**config.mk**
```make
export PLATFORM = sky130hd
export DESIGN_NAME = branch_predictor
export DESIGN_NICKNAME = d
export VERILOG_FILES = /design/src/rtl/branch_predictor.sv
export SDC_FILE = /design/constraint.sdc
export NUM_CORES = 1
export LEC_CHECK = 0
export BUFFER_PORTS_ARGS = -buffer_cell sky130_fd_sc_hd__buf_2
export CAP_MARGIN = 20
export CELL_PAD_IN_SITES_DETAIL_PLACEMENT = 1
export CELL_PAD_IN_SITES_GLOBAL_PLACEMENT = 1
export CORE_AREA = 3 3 253 255
export DETAILED_ROUTE_END_ITERATION = 7
export DIE_AREA = 0 0 256 258
export PLACE_DENSITY = 0.77
export SETUP_SLACK_MARGIN = 0.3
export SYNTH_ARGS = -nofsm -noshare
export SYNTH_HDL_FRONTEND = slang
export SYNTH_SLANG_ARGS = --single-unit
export TNS_END_PERCENT = 100
```
**constraint.sdc**
```tcl
create_clock -name clk -period 10.2 [get_ports clk]
set_input_delay 2.04 -clock clk [delete_from_list [all_inputs] [get_ports clk]]
set_output_delay 2.04 -clock clk [all_outputs]
set_load 0.03 [all_outputs]
```
**src/rtl/branch_predictor.sv**
```systemverilog
// Direct-mapped branch target buffer with 2-bit saturating direction counters.
// Lookup is purely combinational on fetch_pc; resolved-branch feedback trains
// the table on the clock edge and raises a one-cycle redirect on mispredicts.
module branch_predictor #(
    parameter int PC_SIZE = 16,
    parameter int ENTRIES = 16
) (
    input  logic               clk,
    input  logic               n_rst,
    input  logic [PC_SIZE-1:0] fetch_pc,
    output logic               predict_taken,
    output logic [PC_SIZE-1:0] predict_target,
    input  logic               fb_branch,
    input  logic [PC_SIZE-1:0] fb_pc,
    input  logic               fb_predict_taken,
    input  logic [PC_SIZE-1:0] fb_predict_target,
    input  logic               fb_feedback_taken,
    input  logic [PC_SIZE-1:0] fb_feedback_target,
    output logic               redirect_valid,
    output logic [PC_SIZE-1:0] redirect_pc,
    output logic [15:0]        branch_count,
    output logic [15:0]        mispredict_count
);

    localparam int IDX   = $clog2(ENTRIES);
    localparam int TAG_W = PC_SIZE - IDX;

    logic [ENTRIES-1:0]              valid_q,  valid_d;
    logic [ENTRIES-1:0][TAG_W-1:0]   tag_q,    tag_d;
    logic [ENTRIES-1:0][1:0]         ctr_q,    ctr_d;
    logic [ENTRIES-1:0][PC_SIZE-1:0] target_q, target_d;

    logic               redirect_valid_q, redirect_valid_d;
    logic [PC_SIZE-1:0] redirect_pc_q,    redirect_pc_d;
    logic [15:0]        branch_count_q,   branch_count_d;
    logic [15:0]        mispredict_count_q, mispredict_count_d;

    logic [IDX-1:0]   fetch_idx, fb_idx;
    logic [TAG_W-1:0] fetch_tag, fb_tag;
    logic             fetch_hit, fb_hit, mispredict;

    // Zero-latency lookup; a miss or weak/strong not-taken falls through to pc+1.
    always_comb begin
        fetch_idx      = fetch_pc[IDX-1:0];
        fetch_tag      = fetch_pc[PC_SIZE-1:IDX];
        fetch_hit      = n_rst && valid_q[fetch_idx] && (tag_q[fetch_idx] == fetch_tag);
        predict_taken  = fetch_hit && ctr_q[fetch_idx][1];
        predict_target = predict_taken ? target_q[fetch_idx] : fetch_pc + PC_SIZE'(1);
    end

    // Train the entry addressed by the resolved branch; not-taken misses never allocate.
    always_comb begin
        valid_d  = valid_q;
        tag_d    = tag_q;
        ctr_d    = ctr_q;
        target_d = target_q;
        fb_idx   = fb_pc[IDX-1:0];
        fb_tag   = fb_pc[PC_SIZE-1:IDX];
        fb_hit   = valid_q[fb_idx] && (tag_q[fb_idx] == fb_tag);
        if (fb_branch) begin
            if (fb_hit) begin
                if (fb_feedback_taken) begin
                    if (ctr_q[fb_idx] != 2'd3) begin
                        ctr_d[fb_idx] = ctr_q[fb_idx] + 2'd1;
                    end
                    target_d[fb_idx] = fb_feedback_target;
                end else if (ctr_q[fb_idx] != 2'd0) begin
                    ctr_d[fb_idx] = ctr_q[fb_idx] - 2'd1;
                end
            end else if (fb_feedback_taken) begin
                valid_d[fb_idx]  = 1'b1;
                tag_d[fb_idx]    = fb_tag;
                ctr_d[fb_idx]    = 2'd2;
                target_d[fb_idx] = fb_feedback_target;
            end
        end
    end

    // Mispredict detection drives the redirect pulse and the statistics counters.
    always_comb begin
        mispredict = fb_branch &&
                     ((fb_predict_taken != fb_feedback_taken) ||
                      (fb_feedback_taken && (fb_predict_target != fb_feedback_target)));
        redirect_valid_d   = mispredict;
        redirect_pc_d      = redirect_pc_q;
        if (mispredict) begin
            redirect_pc_d = fb_feedback_taken ? fb_feedback_target : fb_pc + PC_SIZE'(1);
        end
        branch_count_d     = branch_count_q + (fb_branch ? 16'd1 : 16'd0);
        mispredict_count_d = mispredict_count_q + (mispredict ? 16'd1 : 16'd0);
    end

    // State registers; reset empties the table and discards any pending redirect.
    always_ff @(posedge clk or negedge n_rst) begin
        if (!n_rst) begin
            valid_q            <= '0;
            tag_q              <= '0;
            ctr_q              <= '0;
            target_q           <= '0;
            redirect_valid_q   <= 1'b0;
            redirect_pc_q      <= '0;
            branch_count_q     <= '0;
            mispredict_count_q <= '0;
        end else begin
            valid_q            <= valid_d;
            tag_q              <= tag_d;
            ctr_q              <= ctr_d;
            target_q           <= target_d;
            redirect_valid_q   <= redirect_valid_d;
            redirect_pc_q      <= redirect_pc_d;
            branch_count_q     <= branch_count_d;
            mispredict_count_q <= mispredict_count_d;
        end
    end

    assign redirect_valid   = redirect_valid_q;
    assign redirect_pc      = redirect_pc_q;
    assign branch_count     = branch_count_q;
    assign mispredict_count = mispredict_count_q;

endmodule

```
==> metrics.yaml, run 1 <==
timing:
  rsz0062_at_grt: "false"
  fin_hold_ws_ns: 0.4670
  tightest_slew_ns: 1.160
  relSlewSlack: 0.2232
  fmax_mhz: 121.6
  period_needed_ns: 8.225
  setup_viol: 0
  final_max_slew_viol_count: 0
  fin_tns_setup_ns: 0
  finalClockSkew_ns: 0.03599
  fin_crit_sh: 0.8064
  final_hold_viol_count: 0
die:
  die_area_mm2: 0.06605
  rows: 91
  die_h_um: 258
  start_util: 0.4487
  io-pin-count: 135
  die_w_um: 256
  coreArea_mm2: 0.06183
cells_and_area:
  final_cell_mix: "545 x dfrtp_1, 496 x mux2_2, 194 x mux4_2"
  multi_input_area_mm2: 0.01334
  final_area_mm2: 0.03125
  final_util: 0.5054
  mostFrequentLayoutCell: "dfrtp_1"
  drive_gt1_frac: 0.5088
  nFillCells: 5939
  nNetsFinal: 2066
  seq_area_mm2: 0.01364
  syn2layout_area_growth_pct: 12.62
run_status:
  status: "finished, final reports clean"
clocking:
  postCtsHoldBufs: 0
  h-tree-depth: 2
  cts_resized: 0
  cts_tree: "built"
  postCtsSetupRepairBufs: 0
  cts_made_buffers: 58
  cts_max_path_buffers: 3
  cts_sinks: 545
  cts_root_buf: "clkbuf_16"
  cts.clk_slew.worst_paths_ns: 0.06
  clock_latency_ns: 0.64
route:
  drcViolationCount: 0
  first_pass_iters: 5
  drtAntennaViolNets: 0
  wl_um: 81880
  wire_per_inst_um: 28.50
  first_iter_violations: 1380
  dr_total_vias: 17680
  vias_per_cell: 6.153
worst_setup_path:
  required_ns: 8.16
  setup.worst_path.start_class: "input port"
  cp-end-kind: "primary output"
  worstSetupPathType: "in2out"
  r2r_cells: 10
  worstPathArrival_ns: 6.18
  critPathMaxFanout: 64
synth:
  ys_types: 48
  ys_ff_latch: 545
  synth-async-reset-ratio: 1.000
  synth_flop_cell: "dfrtp_1"
  synth_edf_count: 0
  synth_area_mm2: 0.02774
  syn_avg_cell_area_um2: 14.51
  yosysWarnings: 0
  synth_top_cell_area_share: 0.4916
  ys_seq_area_frac: 0.4916
  synth_top_area_cell: "dfrtp_1"
  yosys-top-cells-area: "dfrtp_1 49%, mux2_2 20%, mux4_2 16%"
  syn_nets: 1992
  synth_cells: 1912
place:
  hpwlAfterDp_um: 51200
  port_buffers: 134
  gp_congestion: 0.8328
  postPlaceCellArea_mm2: 0.02915
global_routing:
  grt_use_met2: 0.4189
  busiest_layer: "met2"
  grt_first_pass_wirelength_um: 125600
  gr-total-overflow: 0
  grt_pass1_vias: 19380
  grtUsageTotal: 0.2505
  grt_max_degree: 168
  met3_usage: 0.04364
  antenna_found_initial: 5
  grt_use_met1: 0.3314
run:
  cap_violations: 0
min_path:
  hold_depth: 1
  hp-class: "reg2reg"
power_and_ir_drop:
  power_leakage_uw: 0.01363
  cellPowerDensity_mw_per_mm2: 202.5
  ir_worst_vdd_mv: 0.1473
==> Yosys cell counts, types with 26 or more instances <==
master,count
nand3_1,38
clkbuf_1,98
nand2_1,53
buf_2,26
xnor2_1,62
nor2_1,42
mux4_2,194
mux2_2,496
mux2i_1,29
and3_1,29
o21ai_0,32
xor2_1,35
dfrtp_1,545
==> cell type report <==
| cell class | count | area share |
|---|---|---|
| inverters | 15 | 0.001802 |
| diodes | 2 | 0.0001602 |
| well taps | 837 | 0.03352 |
| multi-input cells | 1181 | 0.4269 |
| repair buffers | 185 | 0.03600 |
| flip-flops and latches | 545 | 0.4365 |
| clock inverters | 33 | 0.01209 |
| clock buffers | 75 | 0.05302 |
==> critical path, stage by stage <==
cell and delay, ns:
clkbuf_8 0.54, mux4_2 0.61, mux4_2 0.52, xor2_1 0.17
nor4_1 0.44, nand4_1 0.31, nor3_4 0.84, mux2_2 0.46
buf_2 0.19
==> state kept, by name (all words and copies together), names as in the netlist <==
signal            flops
branch_count         16
ctr_q                32
mispredict_count     16
redirect_pc          16
redirect_valid        1
tag_q               192
target_q            256
valid_q              16
==> metrics by stage <==
step | setup WS [ns] | std cells | power, µW
5_1_grt | 1.723 | 2873 | 6600
3_5_place_dp | 1.891 | 2759 | 4092
3_3_place_gp | 1.976 | 2758 | 4005
6_report | 1.975 | 2873 | 6328
4_1_cts | 1.888 | 2867 | 6367
2_1_floorplan | 2.889 | 1912 | 3688
==> power by group <==
group,leakage [µW],total (µW),internal (µW),switching [µW]
Sequential,0.00694,2860,2570,290
Clock,0.00101,2250,1320,923
Combinational,0.00567,1220,671,549
==> kinds of logic after synthesis <==
group	synth area share
DFF	0.4916
AOI/OAI and AO/OA	0.02602
adders and majority gates	0.004961
xor gates and xnor gates	0.03062
and+or+nand+nor	0.04645
muxes	0.3693
buffers and inverters	0.03107
==> per-layer routing <==
| metal | up-vias | part of all wire | routed length (µm) |
|---|---|---|---|
| met3 | 157 | 0.058 | 4724 |
| met2 | 596 | 0.49 | 40120 |
| met4 | 4 | 0.035 | 2855 |
| li1 | 7268 | - | - |
| met5 | - | 0.00026 | 21 |
| met1 | 9653 | 0.42 | 34160 |
==> worst paths after layout <==
path,start,end,slack [ns]
worst max-delay path,fetch_pc[0],predict_target[15],1.98
worst min-delay path,mispredict_count[15]$_DFF_PN0_,mispredict_count[15]$_DFF_PN0_,0.47
worst max register to register,tag_q[40]$_DFFE_PN0P_,ctr_q[31]$_DFFE_PN0P_,6.28
worst min register to register,mispredict_count[15]$_DFF_PN0_,mispredict_count[15]$_DFF_PN0_,0.47
max in group asynchronous,n_rst,ctr_q[2]$_DFFE_PN0P_,7.25
min in group asynchronous,n_rst,tag_q[31]$_DFFE_PN0P_,1.42
No activity file was read; power rests on OpenSTA's default activity.
==> inputs of run 2 (changes only) <==
==> constraint.sdc (replaced) <==
create_clock -name clk -period 7.8 [get_ports clk]
set_input_delay 1.56 -clock clk [delete_from_list [all_inputs] [get_ports clk]]
set_output_delay 1.56 -clock clk [all_outputs]
set_load 0.03 [all_outputs]
==> run 2 against run 1 <==
Against the previous run: critical path depth up 1; count of clock-buffer cells in the layout grew 12; worst setup slack lost 1.1 ns; routed wire length grew 0.99%; final cell count barely moved; power increased by 28%; clock power is 21% higher; first-iteration DRC count grew 3.3%; via count down 0.30%; design area shrank 0.37%; die area is the same; combinational power is 31% higher.
==> metrics.yaml, run 2 (synthesized netlist as in run 1, its figures left out) <==
worst_setup_path:
  worstPathArrival_ns: 5.35
  crit_start: "fetch_pc[0]"
  cp-end-kind: "primary output"
  critPathMaxFanout: 65
  timing.rr.start: "tag_q[48]$_DFFE_PN0P_"
  required_ns: 6.24
  setup.worst_path.start_class: "input port"
  worstSetupPathType: "in2out"
run_status:
  status: "finished, final reports clean"
die:
  die_h_um: 258
  io-pin-count: 135
  die_w_um: 256
  rows: 91
  start_util: 0.4487
  coreArea_mm2: 0.06183
  die_area_mm2: 0.06605
cells_and_area:
  final_cell_mix: "545 x dfrtp_1, 496 x mux2_2, 194 x mux4_2"
  largest_register_ffs: 256
  largest_register: "target_q"
  nNetsFinal: 2071
  syn2layout_area_growth_pct: 12.20
  nFillCells: 5990
  mostFrequentLayoutCell: "dfrtp_1"
  seq_area_mm2: 0.01364
  drive_gt1_frac: 0.5027
  reg.largest.list: "target_q x256, tag_q x192, ctr_q x32"
  multi_input_area_mm2: 0.01334
route:
  drcViolationCount: 0
  first_iter_violations: 1426
  first_pass_iters: 5
  drtAntennaViolNets: 0
  vias_per_cell: 6.137
  wire_per_inst_um: 28.79
  wl_um: 82700
  dr_total_vias: 17630
clocking:
  h-tree-depth: 2
  cts_max_path_buffers: 3
  clock_latency_ns: 0.63
  cts_sinks: 545
  cts_tree: "built"
  cts.clk_slew.worst_paths_ns: 0.05
  cts_made_buffers: 58
  cts_root_buf: "clkbuf_16"
  postCtsHoldBufs: 0
  postCtsSetupRepairBufs: 0
  cts_resized: 0
timing:
  fin_tns_setup_ns: 0
  setup_viol: 0
  final_hold_viol_count: 0
  fin_crit_sh: 0.8858
  finalClockSkew_ns: 0.02304
  relSlewSlack: 0.2696
  rsz0062_at_grt: "false"
  tightest_slew_ns: 1.096
  final_max_slew_viol_count: 0
  setup_ws_ns: 0.8908
  fmax_mhz: 144.7
  period_needed_ns: 6.909
global_routing:
  grt_max_degree: 193
  antenna_found_initial: 8
  grt_use_met1: 0.3403
  grt_use_met2: 0.4199
  grt_first_pass_wirelength_um: 127100
  gr-total-overflow: 0
  busiest_layer: "met2"
  met3_usage: 0.04237
  grtUsageTotal: 0.2525
  grt_pass1_vias: 19490
run:
  cap_violations: 0
place:
  gp_congestion: 0.8251
  dp_slack_ns: 0.9017
  hpwlAfterDp_um: 52420
  port_buffers: 134
power_and_ir_drop:
  ir_worst_vdd_mv: 0.1647
  power_leakage_uw: 0.01356
  cellPowerDensity_mw_per_mm2: 259.3
min_path:
  min_from: "branch_count[15]$_DFF_PN0_"
  hp-class: "reg2reg"
## run 2: final timing paths
check | endpoint | slack [ns] | cells after the start
worst min register to register | branch_count[15]$_DFF_PN0_ | 0.46 | 1
max in group asynchronous | target_q[200]$_DFFE_PN0P_ | 4.93 | 4
worst min-delay path | branch_count[15]$_DFF_PN0_ | 0.46 | 1
worst max register to register | tag_q[6]$_DFFE_PN0P_ | 3.50 | 10
worst max-delay path | predict_target[15] | 0.89 | 10
min in group asynchronous | tag_q[69]$_DFFE_PN0P_ | 0.89 | 1
## run 2: cell type report
class,count,share of cell area
inverter,15,0.001809
clock inverter,15,0.005627
multi-input combinational,1181,0.4285
timing repair buffer,190,0.03782
sequential,545,0.4381
clock buffer,87,0.05430
antenna,2,0.0001608
tap,837,0.03364
## run 2: power breakdown
| group | switching, µW | total, µW | internal [µW] |
|---|---|---|---|
| registers | 388 | 3750 | 3360 |
| logic | 716 | 1600 | 879 |
| clock network | 1170 | 2720 | 1560 |
## run 2: metrics by stage
step	total power, µW	util	hold slack, ns	instance area, µm²	std cells
after floorplan	4823	-	0.4568	27740	1912
after global placement	5240	0.4721	0.4578	29190	2764
after detailed placement	5362	0.4726	0.4617	29220	2765
after CTS	8116	0.5028	0.4690	31080	2867
after global routing	8424	0.5035	0.4970	31130	2871
final	8070	0.5035	0.4601	31130	2872
## run 2: worst max-delay path, stage by stage
cell,delay (ns)
clkbuf_8,0.52
mux4_2,0.61
mux4_2,0.52
xor2_1,0.16
nor4_1,0.48
nand4_1,0.33
nor3_4,0.20
buf_4,0.29
mux2_2,0.42
buf_2,0.19
## run 2: metal layers
layer,up-vias,share of wire
met3,154,0.057
met2,608,0.49
met1,9578,0.42
met5,-,0.00041
met4,4,0.032
li1,7281,-
